--- src/rtl/uart_tx_arbiter.sv ---
// Round-robin arbiter that forwards one byte at a time from N_REQ requesters to a
// single UART transmitter, with an issue timeout and a guaranteed low gap between frames.
module uart_tx_arbiter #(
  parameter int unsigned N_REQ         = 4,
  parameter int unsigned ISSUE_TIMEOUT = 16
) (
  input  logic               clk,
  input  logic               rst,
  input  logic [N_REQ-1:0]   req_valid,
  input  logic [8*N_REQ-1:0] req_data,
  output logic [N_REQ-1:0]   req_ready,
  output logic               tx_data_valid,
  output logic [7:0]         tx_data,
  input  logic               tx_ready,
  output logic [2:0]         grant_id,
  output logic               busy,
  output logic               err_timeout
);

  localparam int unsigned ID_W  = 3;
  localparam int unsigned CNT_W = $clog2(ISSUE_TIMEOUT + 1);
  localparam logic [CNT_W-1:0] CNT_LAST = CNT_W'(ISSUE_TIMEOUT - 1);

  typedef enum logic [1:0] {
    IDLE  = 2'd0,
    ISSUE = 2'd1,
    DRAIN = 2'd2,
    GAP   = 2'd3
  } state_t;

  state_t           state_q, state_d;
  logic [ID_W-1:0]  rr_ptr_q, rr_ptr_d;
  logic [CNT_W-1:0] cnt_q, cnt_d;
  logic             gap_q, gap_d;

  logic [N_REQ-1:0] req_ready_d;
  logic             tx_valid_d;
  logic [7:0]       tx_data_d;
  logic [2:0]       grant_id_d;
  logic             busy_d;
  logic             err_d;

  logic [ID_W-1:0]  cand;
  logic [ID_W-1:0]  winner;
  logic             win_found;
  logic [N_REQ-1:0] win_onehot;
  logic [7:0]       win_byte;

  // (base + off) mod N_REQ; both operands are already below N_REQ
  function automatic logic [ID_W-1:0] wrap_idx(input logic [ID_W-1:0] base,
                                               input int unsigned   off);
    int unsigned sum;
    sum = 32'(base) + off;
    if (sum >= N_REQ) sum = sum - N_REQ;
    return ID_W'(sum);
  endfunction

  // First valid requester at or after rr_ptr in circular order
  always_comb begin
    cand      = '0;
    winner    = '0;
    win_found = 1'b0;
    for (int unsigned k = 0; k < N_REQ; k++) begin
      cand = wrap_idx(rr_ptr_q, k);
      if (!win_found && (|(req_valid & (N_REQ'(1) << cand)))) begin
        win_found = 1'b1;
        winner    = cand;
      end
    end
    win_onehot = N_REQ'(1) << winner;
    win_byte   = 8'(req_data >> {winner, 3'b000});
  end

  // Next state and next registered outputs
  always_comb begin
    state_d     = state_q;
    rr_ptr_d    = rr_ptr_q;
    cnt_d       = cnt_q;
    gap_d       = gap_q;
    req_ready_d = '0;
    tx_valid_d  = 1'b0;
    tx_data_d   = tx_data;
    grant_id_d  = grant_id;
    err_d       = err_timeout;

    case (state_q)
      IDLE: begin
        if (win_found && tx_ready) begin
          state_d     = ISSUE;
          rr_ptr_d    = wrap_idx(winner, 1);
          cnt_d       = '0;
          req_ready_d = win_onehot;
          tx_valid_d  = 1'b1;
          tx_data_d   = win_byte;
          grant_id_d  = 3'(winner);
        end
      end
      ISSUE: begin
        if (!tx_ready) begin
          state_d = DRAIN;
        end else if (cnt_q >= CNT_LAST) begin
          // Transmitter never took the byte: drop it and flag the error
          err_d   = 1'b1;
          state_d = GAP;
          gap_d   = 1'b0;
        end else begin
          cnt_d      = cnt_q + CNT_W'(1);
          tx_valid_d = 1'b1;
        end
      end
      DRAIN: begin
        if (tx_ready) begin
          state_d = GAP;
          gap_d   = 1'b0;
        end
      end
      GAP: begin
        if (gap_q) state_d = IDLE;
        else       gap_d   = 1'b1;
      end
      default: state_d = IDLE;
    endcase

    busy_d = (state_d != IDLE);
  end

  // State and output registers
  always_ff @(posedge clk) begin
    if (rst) begin
      state_q       <= IDLE;
      rr_ptr_q      <= '0;
      cnt_q         <= '0;
      gap_q         <= 1'b0;
      req_ready     <= '0;
      tx_data_valid <= 1'b0;
      tx_data       <= '0;
      grant_id      <= '0;
      busy          <= 1'b0;
      err_timeout   <= 1'b0;
    end else begin
      state_q       <= state_d;
      rr_ptr_q      <= rr_ptr_d;
      cnt_q         <= cnt_d;
      gap_q         <= gap_d;
      req_ready     <= req_ready_d;
      tx_data_valid <= tx_valid_d;
      tx_data       <= tx_data_d;
      grant_id      <= grant_id_d;
      busy          <= busy_d;
      err_timeout   <= err_d;
    end
  end

endmodule

--- config.mk ---
export PLATFORM = sky130hd
export DESIGN_NAME = uart_tx_arbiter
export DESIGN_NICKNAME = d
export VERILOG_FILES = /design/src/rtl/uart_tx_arbiter.sv
export SDC_FILE = /design/constraint.sdc
export NUM_CORES = 1
export LEC_CHECK = 0
export ABC_AREA = 1
export CAP_MARGIN = 5
export CELL_PAD_IN_SITES_DETAIL_PLACEMENT = 1
export CELL_PAD_IN_SITES_GLOBAL_PLACEMENT = 2
export CORE_MARGIN = 1.5
export CORE_UTILIZATION = 27
export CTS_CLUSTER_SIZE = 14
export DETAILED_ROUTE_END_ITERATION = 7
export GPL_ROUTABILITY_DRIVEN = 0
export GPL_TIMING_DRIVEN = 1
export MAX_ROUTING_LAYER = met4
export PLACE_DENSITY = 0.85
export RECOVER_POWER = 50
export SLEW_MARGIN = 40
export SYNTH_ARGS = -nofsm -noshare
export SYNTH_HDL_FRONTEND = slang
export SYNTH_SLANG_ARGS = --single-unit
--- constraint.sdc ---
create_clock -name clk -period 4.3 [get_ports clk]
set_input_delay 1.29 -clock clk [delete_from_list [all_inputs] [get_ports clk]]
set_output_delay 1.29 -clock clk [all_outputs]
set_load 0.02 [all_outputs]
After elaboration in Yosys (flattened, before gate mapping):

Index checks and enable logic that the tools add are counted.

* input bits: 39
* register bits after elaboration: 29
* word-level logic and storage cells: 97
* latch bits: 0
* memories: 0
* RAM bits: 0
* ROM bits: 0
* output and inout port bits: 18

* add/sub/neg operators: 10
* divide/modulo/power cells: 0
* shifts and indexed selects: 6
* multiplexer cells: 31
* bitwise gates (word level): 6
* $lt $le $gt $ge: 6
* reduce and logical (&&, ||, !) cells: 20
* eq/ne operators: 8
* $mul: 0

Operators with widths (count)
* $shr A32 B6 Y8: 1
* $mux W3: 9
* $shl A1 B3 Y4 const A: 5
* $and A4 B4 Y4: 4
* $ge A4 B3 Y1 const B: 4
* $reduce_or A4 Y1: 4
* $mux W5: 3
* $sub A3 B3 Y3 const B: 5
* $mux W1: 10
* $mux W2: 5
* $ne A2 B2 Y1 const B: 5
* $pmux W5 S2: 1
* $add A3 B1 Y4 const B: 2
* $add A3 B2 Y4 const B: 2
* $pmux W2 S4: 1
* $reduce_and A4 Y1: 2
* $add A5 B1 Y5 const B: 1
* $ge A5 B4 Y1 const B: 1
* $eq A2 B2 Y1 const B: 2
* $logic_and A1 B1 Y1: 4
* $reduce_bool A2 Y1: 2
* $ge A3 B3 Y1 const B: 1
* $logic_not A1 Y1: 3
* $pmux W1 S3: 1
* 8 further kinds: 9

Depth between registers and ports, before layout:

* depth in word-level cells: 19
* depth in mapped cells: 16
* gate-level depth less buffers: 15

Least setup slack after synthesis:

No wires, ideal clock.

* path kind: input to register
* start point: input req_valid[1]
* end point: register rr_ptr_q[1]
* setup slack: 1.559 ns
* cell stages on the path: 12
* arrival time: 2.617 ns
* required time: 4.176 ns
* buffers on the path: 1
* setup time: 0.124 ns
* cells stage by stage: nand2_1 > nand2_1 > nor2_1 > nand2_4 > nand3_1 > nand2_1 > inv_1 > nand3_2 > buf_4 > ha_1 > o21ai_0 > a21oi_1

* word-level cells in the longest chain between the ends: 15

RTL lines
* from (decl): line 9 `input logic [N_REQ-1:0] req_valid,`
* $and A4 B4 Y4: line 65 `if (!win_found && (|(req_valid & (N_REQ'(1) << cand)))) begin`
* $reduce_or A4 Y1: line 65
* $mux W1: line 65
* $logic_not A1 Y1: line 65
* $logic_and A1 B1 Y1: line 65
* $mux W1: line 65
* $logic_not A1 Y1: line 65
* $logic_and A1 B1 Y1: line 65
* $mux W1: line 65
* $logic_not A1 Y1: line 65
* $logic_and A1 B1 Y1: line 65
* $mux W3 *: line 65
* net winner[0]: line 44 `logic [ID_W-1:0] winner;`
* $add A3 B1 Y4 *: line 53 `sum = 32'(base) + off;`
* $ge A4 B3 Y1 / $sub A3 B3 Y3 (equally long branches): line 54 `if (sum >= N_REQ) sum = sum - N_REQ;`
* $mux W3 *: line 54
* to (signal assigned): line 142 `rr_ptr_q <= rr_ptr_d;`
* to (decl): line 32 `logic [ID_W-1:0] rr_ptr_q, rr_ptr_d;`

Mark *: on every way through the listed nets, which the timed path passes. The rest lies on a longest branch.
A chain may end at the register's enable or synchronous reset.

Worst setup path after layout:

* start point: input req_valid[2]
* end point: register rr_ptr_q[1]

* word-level cells in the longest chain between the ends: 15

RTL lines (line)
* $and A4 B4 Y4: 65
* $reduce_or A4 Y1: 65
* $mux W1: 65
* $logic_not A1 Y1: 65
* $logic_and A1 B1 Y1: 65
* $mux W1: 65
* $logic_not A1 Y1: 65
* $logic_and A1 B1 Y1: 65
* $mux W1: 65
* $logic_not A1 Y1: 65
* $logic_and A1 B1 Y1: 65
* $mux W3: 65
* $add A3 B1 Y4: 53
* $ge A4 B3 Y1 / $sub A3 B3 Y3 (equally long branches): 54
* $mux W3: 54

Parallel ways exist; a longest one is shown, timed or not.

==> summary.txt <==
Floorplan
  – Die H: 88.3 µm
  – DIE AREA: 7800 µm²
  – Die width: 88.3 µm
  – Core ar.: 6910 µm²
  – Io pins: 57
  – Row count: 30
  – Starting Density: 28.4%

Yosys
  – Top post-synthesis cells by area: dfxtp_1 30%, nand2_1 15%, nand3_1 11%, inv_1 9.2%, ha_1 6.4%
  – Yosys reg bits: 29
  – Synth Cell Area: 1960 µm²
  – Register area share after synthesis: 29.6%
  – Mapped Avg Cell Area: 6.55 µm²
  – Yosys top cell area share: 29.6%
  – Syn_nets: 349
  – Yosys warns: 0
  – Synthesized instance count: 300
  – Count of cell types in the netlist: 34
  – Synth area leader: dfxtp_1

Placement
  – Inst Count DP: 443
  – IO Port Bufs: 56
  – Dpl cell area: 2590 µm²
  – Detailed placement HPWL: 4310 µm
  – Pre-CTS setup slack: 0.502 ns

Clocking
  – CTS tree: done
  – CTS Buf Count: 5
  – Max Buffers Root-to-Sink: 2
  – Hold Buf Count CTS: 0
  – CTS root buf: clkbuf_8
  – Gates resized, CTS repair: 0
  – Max H-tree Level: 2
  – Clock latency on the worst-skew pair: 0.28 ns
  – Clk pin slew, worst setup/hold paths: 0.07 ns
  – Post-CTS setup buffer count: 0
  – Clock sink count: 29

Job
  – Max Cap Viol: 0

Global route
  – Largest net degree at the start of global routing: 22
  – Initial antenna violation count: 0
  – GR Overflow Total: 0
  – Total Routing Usage GR: 15.1%
  – Number of global-route vias before repair: 1986
  – First-pass GRT wire length: 8970 µm

Route
  – Initial drt markers: 65
  – Post-route antenna net violation count: 0
  – DRC: 0
  – Final wirelength: 5370 µm
  – Vias: 2009
  – DRT Pass-1 Iters: 4
  – DR vias/cell: 4.45
  – Wirelength per Cell: 11.9 µm

STA
  – Min Clock Period, post-route: 3.52 ns
  – Count of final setup violators: 0
  – Final hold viol count: 0
  – Fin worst setup slack: 0.783 ns
  – FMAX: 284 MHz
  – Max Transition Viols Final: 0
  – Slew HR: 43.0%
  – Fin Hold WS: 0.447 ns
  – Worst Skew: 0.00566 ns
  – Worst Tran Pin Value: 0.852 ns
  – RSZ-0062 raised after global routing: no
  – Setup TNS Final: 0 ns
  – Tcrit/Tclk final: 81.8%

Finish
  – Filler cell count: 899
  – Storage element area: 581 µm²
  – Multi-input logic area: 1110 µm²
  – Final core occ: 39.1%
  – Share of layout cells above drive strength 1: 7.89%
  – Final Cell Area: 2700 µm²
  – Final Non-Filler Cells: 451
  – Antenna fix cells: 0
  – Nets: 403
  – Area Growth Syn to Fin: 37.6%

Setup path
  – Worst setup path startpoint: req_valid[2]
  – Critical path type: in -> reg
  – Worst Path Arrival: 3.66 ns
  – Worst EP required: 4.44 ns
  – Crit path launch type: input pin
  – R2r startpoint: rr_ptr_q[1]$_SDFFE_PP0P_
  – Endpoint class of the critical path: register
  – FF-to-FF setup slack: 1.31 ns
  – Max FO, Critical Path: 21

Power and ir drop
  – Peak VDD IR: 163 µV
  – Lkg Pwr: 1.29 nW
  – Final Power: 1.74 mW
  – Pwr dens: 645 nW/µm²

Min path
  – HP Start: err_timeout$_SDFFE_PP0P_
  – Min-Delay Path Class: reg -> reg

Run status
  – Status: finished clean
==> final cells by class <==
cell class | instances | share of cell area (%)
sequential | 29 | 21.5
clock buffer | 6 | 3.06
tap | 96 | 4.44
timing repair buffer | 57 | 21.0
multi-input combinational | 208 | 41.3
clock inverter | 2 | 1.39
inverter | 53 | 7.36
==> worst paths after layout <==
| kind | endpoint | cells past startpoint |
|---|---|---|
| max reg2reg | rr_ptr_q[1]$_SDFFE_PP0P_ | 12 |
| min reg2reg | err_timeout$_SDFFE_PP0P_ | 2 |
| min | err_timeout$_SDFFE_PP0P_ | 2 |
| max | rr_ptr_q[1]$_SDFFE_PP0P_ | 11 |
==> metal layers <==
layer	track usage, %	up-vias	part of all wire [%]
met5	-	-	0
met4	3.41	0	0.71
met3	2.15	5	3.6
met2	25.3	50	47
met1	19.2	898	49
li1	-	1056	-
==> Yosys cell counts <==
cell type / count
a21oi_1: 19
buf_6: 2
nand2_4: 3
buf_4: 1
o21bai_4: 1
inv_1: 48
o22ai_1: 1
nor2_8: 1
nor4_1: 1
clkbuf_1: 3
nor3_2: 1
inv_2: 5
nand4_1: 3
a21oi_4: 1
or2_2: 1
nand2_1: 77
a2111oi_0: 1
nor2_2: 1
nor2_4: 2
nand2_2: 1
nand3_2: 1
nand4_4: 1
dfxtp_1: 29
o21ai_1: 1
nand3_1: 43
or2_1: 1
o211ai_4: 1
o21ai_0: 5
buf_2: 4
nor2_1: 24
nor3_1: 4
ha_1: 10
a211oi_1: 1
a31oi_1: 2
==> cell usage in the layout (no fill, tap or decap), types with 2 or more instances in the layout <==
master / instances
nand2_1: 77
inv_1: 49
nand3_1: 43
clkdlybuf4s50_1: 37
dfxtp_1: 29
nor2_1: 24
a21oi_1: 19
dlygate4sd3_1: 19
ha_1: 10
clkbuf_8: 6
o21ai_0: 5
inv_2: 4
nor3_1: 4
nand2_4: 3
nand4_1: 3
nor2_4: 2
a31oi_1: 2
==> critical path, cell delays in order <==
cell and delay [ns]:
clkdlybuf4s50_1 0.47, nand2_1 0.10, nand2_1 0.05, nor2_1 0.24
nand2_4 0.13, nor2_8 0.16, nand4_4 0.24, nand3_2 0.43
ha_1 0.31, o21ai_0 0.17, a21oi_1 0.07
==> registers in the layout (all words and copies together) (netlist names) <==
register	flops
err_timeout	1
state_q	2
grant_id	3
cnt_q	5
tx_data	8
busy	1
gap_q	1
req_ready	4
rr_ptr_q	3
tx_data_valid	1
==> where the power goes <==
group | leakage (nW) | internal (mW) | total [mW] | switching, mW
Sequential | 0.237 | 0.340 | 0.389 | 0.0497
Combinational | 0.996 | 0.367 | 1.06 | 0.691
Clock | 0.0574 | 0.188 | 0.297 | 0.109
==> kinds of logic after synthesis <==
kind of cell	share of synthesized area (%)
AO/OA/AOI/OAI	11.0
adder cells (fa/ha/maj)	6.37
buffers and inverters	13.2
flip-flops	29.6
AND/OR/NAND/NOR	39.8
No activity file was read; power rests on OpenSTA's default activity.
==> RTL change 1, RTL diff (config.mk and constraints unchanged) <==
Re-encode `state_t` (4 states) as Gray code, 2 bits wide.
--- a/src/rtl/uart_tx_arbiter.sv
+++ b/src/rtl/uart_tx_arbiter.sv
@@ -23,8 +23,8 @@
 
   typedef enum logic [1:0] {
-    IDLE  = 2'd0,
-    ISSUE = 2'd1,
-    DRAIN = 2'd2,
-    GAP   = 2'd3
+    IDLE  = 2'b00,
+    ISSUE = 2'b01,
+    DRAIN = 2'b11,
+    GAP   = 2'b10
   } state_t;
 
Behaviour: same outputs for any inputs over 10 cycles, from zero or initial values and one cycle with rst high; not proved beyond that.
==> RTL change 1 against the original RTL <==
- design area increased by 0.88%
- routed wire length grew 6.2%
- area after synthesis rose by 1.5%
- worst setup slack gained 0.12 ns
- sequential share of layout area fell by 0.19 points
- sequential cell count is the same
- synthesized cell count is 0.33% lower
- total power fell by 7.4%
==> RTL change 1: results (changes against the original RTL) <==
OUTCOME='completed'
ANTENNA_FOUND_INITIAL=0  # unchanged
NUM_VIAS=2045  # +1.8%
VDD_IR_DROP_MAX_V=0.000208  # +27%
FINAL_LAYOUT_SIZE_SUFFIX_GT1_SHARE_PCT=9.30  # +1.4 points
CTS-ROOT-TO-SINK-BUFFERS=2  # unchanged
SYNTH.YOSYS.SEQ_AREA_SHARE_PCT=29.1  # -0.43 points
DOMINANTREGCELLSYNTH='dfxtp_1'
NUM-NETS-FINAL=403  # unchanged
SYNTH.AREA.TOP_CELLS='dfxtp_1, nand2_1, nand3_1'
ENDPOINT_ARRIVAL_TIME_ON_THE_CRITICAL_PATH_NS=3.55  # -0.11 ns
SWITCHING_SHARE_PCT=45.2  # -3.5 points
DRT_ITER0_MARKERS=67  # +3.1%
SYNTH-EDFF-COUNT=0  # unchanged
GRT_USE_TOTAL_PCT=16.0  # +0.90 points
CLKSLEWWORSTSETUPHOLDPATHS_NS=0.07  # about the same
MAPPEDNETLISTNETS=348  # -0.29%
ANTENNA_CELLS=0  # unchanged
ROUTEDWLPERCELL_UM=12.6  # +5.5%
CLKLATENCYLATEPIN_NS=0.28  # about the same
SYNTH.CELLS.MOST_FREQUENT='nand2_1, inv_1, nand3_1'
POST_CTS.RESIZED_INSTANCES=0  # unchanged
SYNTHDISTINCTLIBCELLS=33  # -2.9%
WORSTHOLDPATHTYPE='reg2reg'
MIN_PATH_CELLS=2  # unchanged
POSTCTSSETUPBUFFERS=0  # unchanged
MAXSLEWHEADROOM_PCT=45.3  # +2.2 points
GRT_FIRST_PASS_WIRELENGTH_MM=9.51  # +6.0%
TOP_REGS='tx_data x8, cnt_q x5, req_ready x4'
CRITPATHMAXFANOUT=19  # -9.5%
PLEAK_nW=1.29  # +0.35%
N_FILL_CELL=939  # +4.4%
DP_HPWL_MM=4.36  # +1.2%
FIN_SKEW_NS=0.00488  # -0.000779 ns
GRT_MAX_DEGREE=23  # +4.5%
==> RTL change 1: power by group through the flow <==
stage | clock network (W) | logic, W | registers, W
floorplan | 0 | 0.000652 | 0.000425
global placement | 0 | 0.000932 | 0.000381
detailed placement | 0 | 0.000945 | 0.000381
CTS | 0.000343 | 0.000949 | 0.000376
global route | 0.000357 | 0.00104 | 0.000381
finish | 0.000336 | 0.000906 | 0.000372
==> RTL change 1: stage by stage <==
step / hold slack [ns] / cells / worst slack, ns / util [%] / cell area [µm²]
floorplan: 0.450 / 299 / 1.56 / - / 1990
global placement: 0.451 / 446 / 0.787 / 36.1 / 2610
detailed placement: 0.467 / 446 / 0.720 / 36.1 / 2610
CTS: 0.477 / 454 / 1.01 / 38.0 / 2740
global route: 0.488 / 454 / 0.635 / 37.8 / 2730
finish: 0.473 / 454 / 0.907 / 37.8 / 2730
==> RTL change 1: critical path, cell delays in order <==
cell             delay (ns)
clkdlybuf4s50_1        0.47
nand2_1                0.09
nand2_1                0.05
nor2_1                 0.20
nand2_4                0.11
nor2_8                 0.15
nand2_4                0.05
o211ai_2               0.65
nor2_2                 0.25
nand2_1                0.15
a21oi_1                0.08
==> RTL change 1: cell type report <==
cell class	count	area [µm²]	share of cell area, %
clock inverters	3	65.1	2.39
well taps	99	124	4.54
inverters	54	204	7.48
clock buffers	5	68.8	2.52
multi-input cells	207	1120	41.1
flip-flops and latches	29	581	21.3
repair buffers	57	563	20.7
==> RTL change 1: cell families after synthesis <==
group / Yosys count / share of synthesized area, %
DFF: 29 / 29.1
and+or+nand+nor: 159 / 38.0
adders and majority gates: 10 / 6.28
AOI/OAI and AO/OA: 38 / 12.4
buffers and inverters: 63 / 14.2
==> RTL change 1: worst paths after layout <==
path / startpoint / to / slack (ns)
worst min register to register: tx_data[5]$_SDFFE_PP0P_ / tx_data[5]$_SDFFE_PP0P_ / 0.47
worst max-delay path: req_valid[1] / tx_data[4]$_SDFFE_PP0P_ / 0.91
worst min-delay path: tx_data[5]$_SDFFE_PP0P_ / tx_data[5]$_SDFFE_PP0P_ / 0.47
worst max register to register: rr_ptr_q[0]$_SDFFE_PP0P_ / tx_data[4]$_SDFFE_PP0P_ / 1.41
==> RTL change 1: routing by layer <==
layer	wire length [µm]	GRT usage, %	part of all wire [%]	vias up
li1	-	-	-	1055
met1	2630	19.8	46	945
met2	2790	27.0	49	37
met3	211	3.05	3.7	8
met4	67	3.41	1.2	0
met5	0	-	0	-
==> RTL change 2, RTL diff (config.mk and constraints unchanged) <==
Made on the original files. Change the parameter `ISSUE_TIMEOUT` from 16 to 32.
--- a/src/rtl/uart_tx_arbiter.sv
+++ b/src/rtl/uart_tx_arbiter.sv
@@ -3,5 +3,5 @@
 module uart_tx_arbiter #(
   parameter int unsigned N_REQ         = 4,
-  parameter int unsigned ISSUE_TIMEOUT = 16
+  parameter int unsigned ISSUE_TIMEOUT = 32
 ) (
   input  logic               clk,
Formal check against the unedited RTL: no difference found for any inputs over 10 cycles, from zero or initial values and one cycle with rst high; that may be too few to reach the edited logic, so the function may still have changed.
==> RTL change 2 against the original RTL <==
- synthesized cell count fell by 4.0%
- highest routed layer unchanged
- area after synthesis fell by 0.64%
- register-to-register slack got worse by 0.12 ns
- count of clock-buffer cells in the layout unchanged
- routed wire length shrank 3.3%
- fmax down 3.3%
- total power is 1.4% higher
- design area decreased by 1.2%
- utilization fell by 0.47 points
- worst setup slack worse by 0.12 ns
- sequential cell count is 1 higher
==> RTL change 2: results (changes against the original RTL) <==
OUTCOME='completed'
VIASPERCELL=4.33  # -2.7%
FIN_SKEW_NS=0.00737  # +0.00171 ns
GRT_FIRST_PASS_WIRELENGTH_MM=8.47  # -5.5%
CTS-ROOT-TO-SINK-BUFFERS=2  # unchanged
ENDPOINT_ARRIVAL_TIME_ON_THE_CRITICAL_PATH_NS=3.80  # +0.14 ns
REGTOREGSETUPSLACK_NS=1.19  # -0.12 ns
TIMING.CRITICAL_PATH.SLOWEST_CELL_DELAY_NS=0.58  # +0.11 ns
VDD_IR_DROP_MAX_V=0.000314  # +92%
MAXSLEWHEADROOM_PCT=54.6  # +12 points
DP_HPWL_MM=4.06  # -5.9%
TIMING.HOLD.WS_NS=0.449  # +0.00172 ns
CLOCK_TREE_ROOT_DRIVER_CELL='clkbuf_8'
CRIT_PATH_START='req_valid[0]'
CLKSLEWWORSTSETUPHOLDPATHS_NS=0.07  # about the same
HP-START='tx_data[6]$_SDFFE_PP0P_'
TOP_REGS='tx_data x8, cnt_q x6, req_ready x4'
SYNTH.YOSYS.SEQ_AREA_SHARE_PCT=30.8  # +1.2 points
HOLD_CRITICAL_PATH_ENDPOINT='tx_data[6]$_SDFFE_PP0P_'
CRITICAL-PATH-SLOWEST-CELL='o211ai_1'
NUMBER_OF_SEARCH_AND_REPAIR_ITERATIONS_IN_THE_FIRST_DETAILED_ROUTING_PASS=4  # unchanged
RR_WORST_DEPTH=14  # +2
SYNTH.CELLS.MOST_FREQUENT='nand2_1, inv_1, dfxtp_1'
SYNTH-EDFF-COUNT=0  # unchanged
POSTCTSSETUPBUFFERS=0  # unchanged
CLKLATENCYLATEPIN_NS=0.28  # about the same
MAPPEDNETLISTNETS=336  # -3.7%
SYNTHDISTINCTLIBCELLS=29  # -15%
NUMBER_OF_GLOBAL_ROUTE_VIAS_BEFORE_REPAIR=1887  # -5.0%
DP.CELLS=436  # -1.6%
ROUTEDWLPERCELL_UM=11.7  # -1.8%
CRITPATHTOPFAMILY='simple AND/OR/NAND/NOR gates'
FINAL_LAYOUT_SIZE_SUFFIX_GT1_SHARE_PCT=9.20  # +1.3 points
POST_CTS.RESIZED_INSTANCES=0  # unchanged
SYNTH.AREA.TOP_CELLS='dfxtp_1, nand2_1, inv_1'
TRITONCTS.NUM_BUFFERS=5  # unchanged
MIN_PATH_CELLS=2  # unchanged
ROUTED_WIRE_LENGTH_MM=5.19  # -3.3%
PLEAK_nW=1.24  # -4.0%
CTS_HTREE_LEVELS=2  # unchanged
R2R_START='rr_ptr_q[0]$_SDFFE_PP0P_'
WORSTHOLDPATHTYPE='reg2reg'
IO_BUFFER_COUNT=56  # unchanged
GRT_USE_TOTAL_PCT=14.5  # -0.59 points
SYN_AREA_PER_CELL_UM2=6.78  # +3.5%
CRITPATHMAXFANOUT=7  # -67%
ANTENNA_CELLS=0  # unchanged
ASYNC_FLOP_SHARE_PCT=0  # unchanged
CRITICAL_PATH.REG2REG.ENDPOINT='req_ready[0]$_SDFF_PP0_'
GRT_MAX_DEGREE=35  # +59%
DRT_ITER0_MARKERS=50  # -23%
NUM-NETS-FINAL=395  # -2.0%
[RTL change 2: through the flow]
| step | setup WS, ns | area (µm²) |
|---|---|---|
| floorplan | 1.55 | 1950 |
| global placement | 0.790 | 2590 |
| detailed placement | 0.745 | 2590 |
| CTS | 1.03 | 2680 |
| global route | 0.394 | 2670 |
| finish | 0.661 | 2670 |
[RTL change 2: worst register-to-register path, stage by stage (launching register included)]
cell and delay, ns:
dfxtp_1 0.52, inv_2 0.16, ha_1 0.28, nand2_1 0.07
nand2_1 0.06, nor2_1 0.32, inv_1 0.20, nor2_8 0.17
nand2_1 0.10, o211ai_1 0.58, nor2_2 0.16, nand2_1 0.15
inv_2 0.09, nand2_1 0.09, nor2_1 0.04
[RTL change 2: kinds of logic after synthesis]
logic type	Yosys count	synth area share, %
buffers and inverters	51	11.9
adders and majority gates	9	5.77
xor gates and xnor gates	1	0.449
AOI/OAI and AO/OA	40	13.7
DFF	30	30.8
and+or+nand+nor	157	37.5
[RTL change 2: layout make-up]
| type | instances | area [µm²] |
|---|---|---|
| clock buffers | 6 | 82.6 |
| clock inverters | 2 | 12.5 |
| fillers | 900 | 4240 |
| inverters | 45 | 171 |
| multi-input cells | 207 | 1110 |
| flip-flops and latches | 30 | 601 |
| well taps | 96 | 120 |
| repair buffers | 58 | 576 |
[RTL change 2: routing by layer]
metal / track usage (%) / routed length (µm) / up-vias
li1: - / - / 1029
met1: 18.2 / 2630 / 855
met2: 23.4 / 2320 / 36
met3: 3.20 / 195 / 4
met4: 3.84 / 53 / 0
met5: - / 0 / -
[RTL change 2: worst max-delay path by stage]
stage / cells after the start / endpoint
after floorplan: 11 / rr_ptr_q[1]$_SDFFE_PP0P_
after global routing: 13 / cnt_q[4]$_SDFFE_PP0P_
after global placement: 11 / rr_ptr_q[1]$_SDFFE_PP0P_
final: 13 / req_ready[0]$_SDFF_PP0_
after detailed placement: 12 / rr_ptr_q[1]$_SDFFE_PP0P_
after CTS: 12 / rr_ptr_q[1]$_SDFFE_PP0P_
[RTL change 2: power by group]
part | total [W] | switching (W) | leakage (nW) | internal [W]
registers | 0.000407 | 0.0000523 | 0.245 | 0.000355
clock network | 0.000237 | 0.000108 | 0.0472 | 0.000128
logic | 0.00113 | 0.000730 | 0.946 | 0.000395
total | 0.00177 | 0.000891 | 1.24 | 0.000879
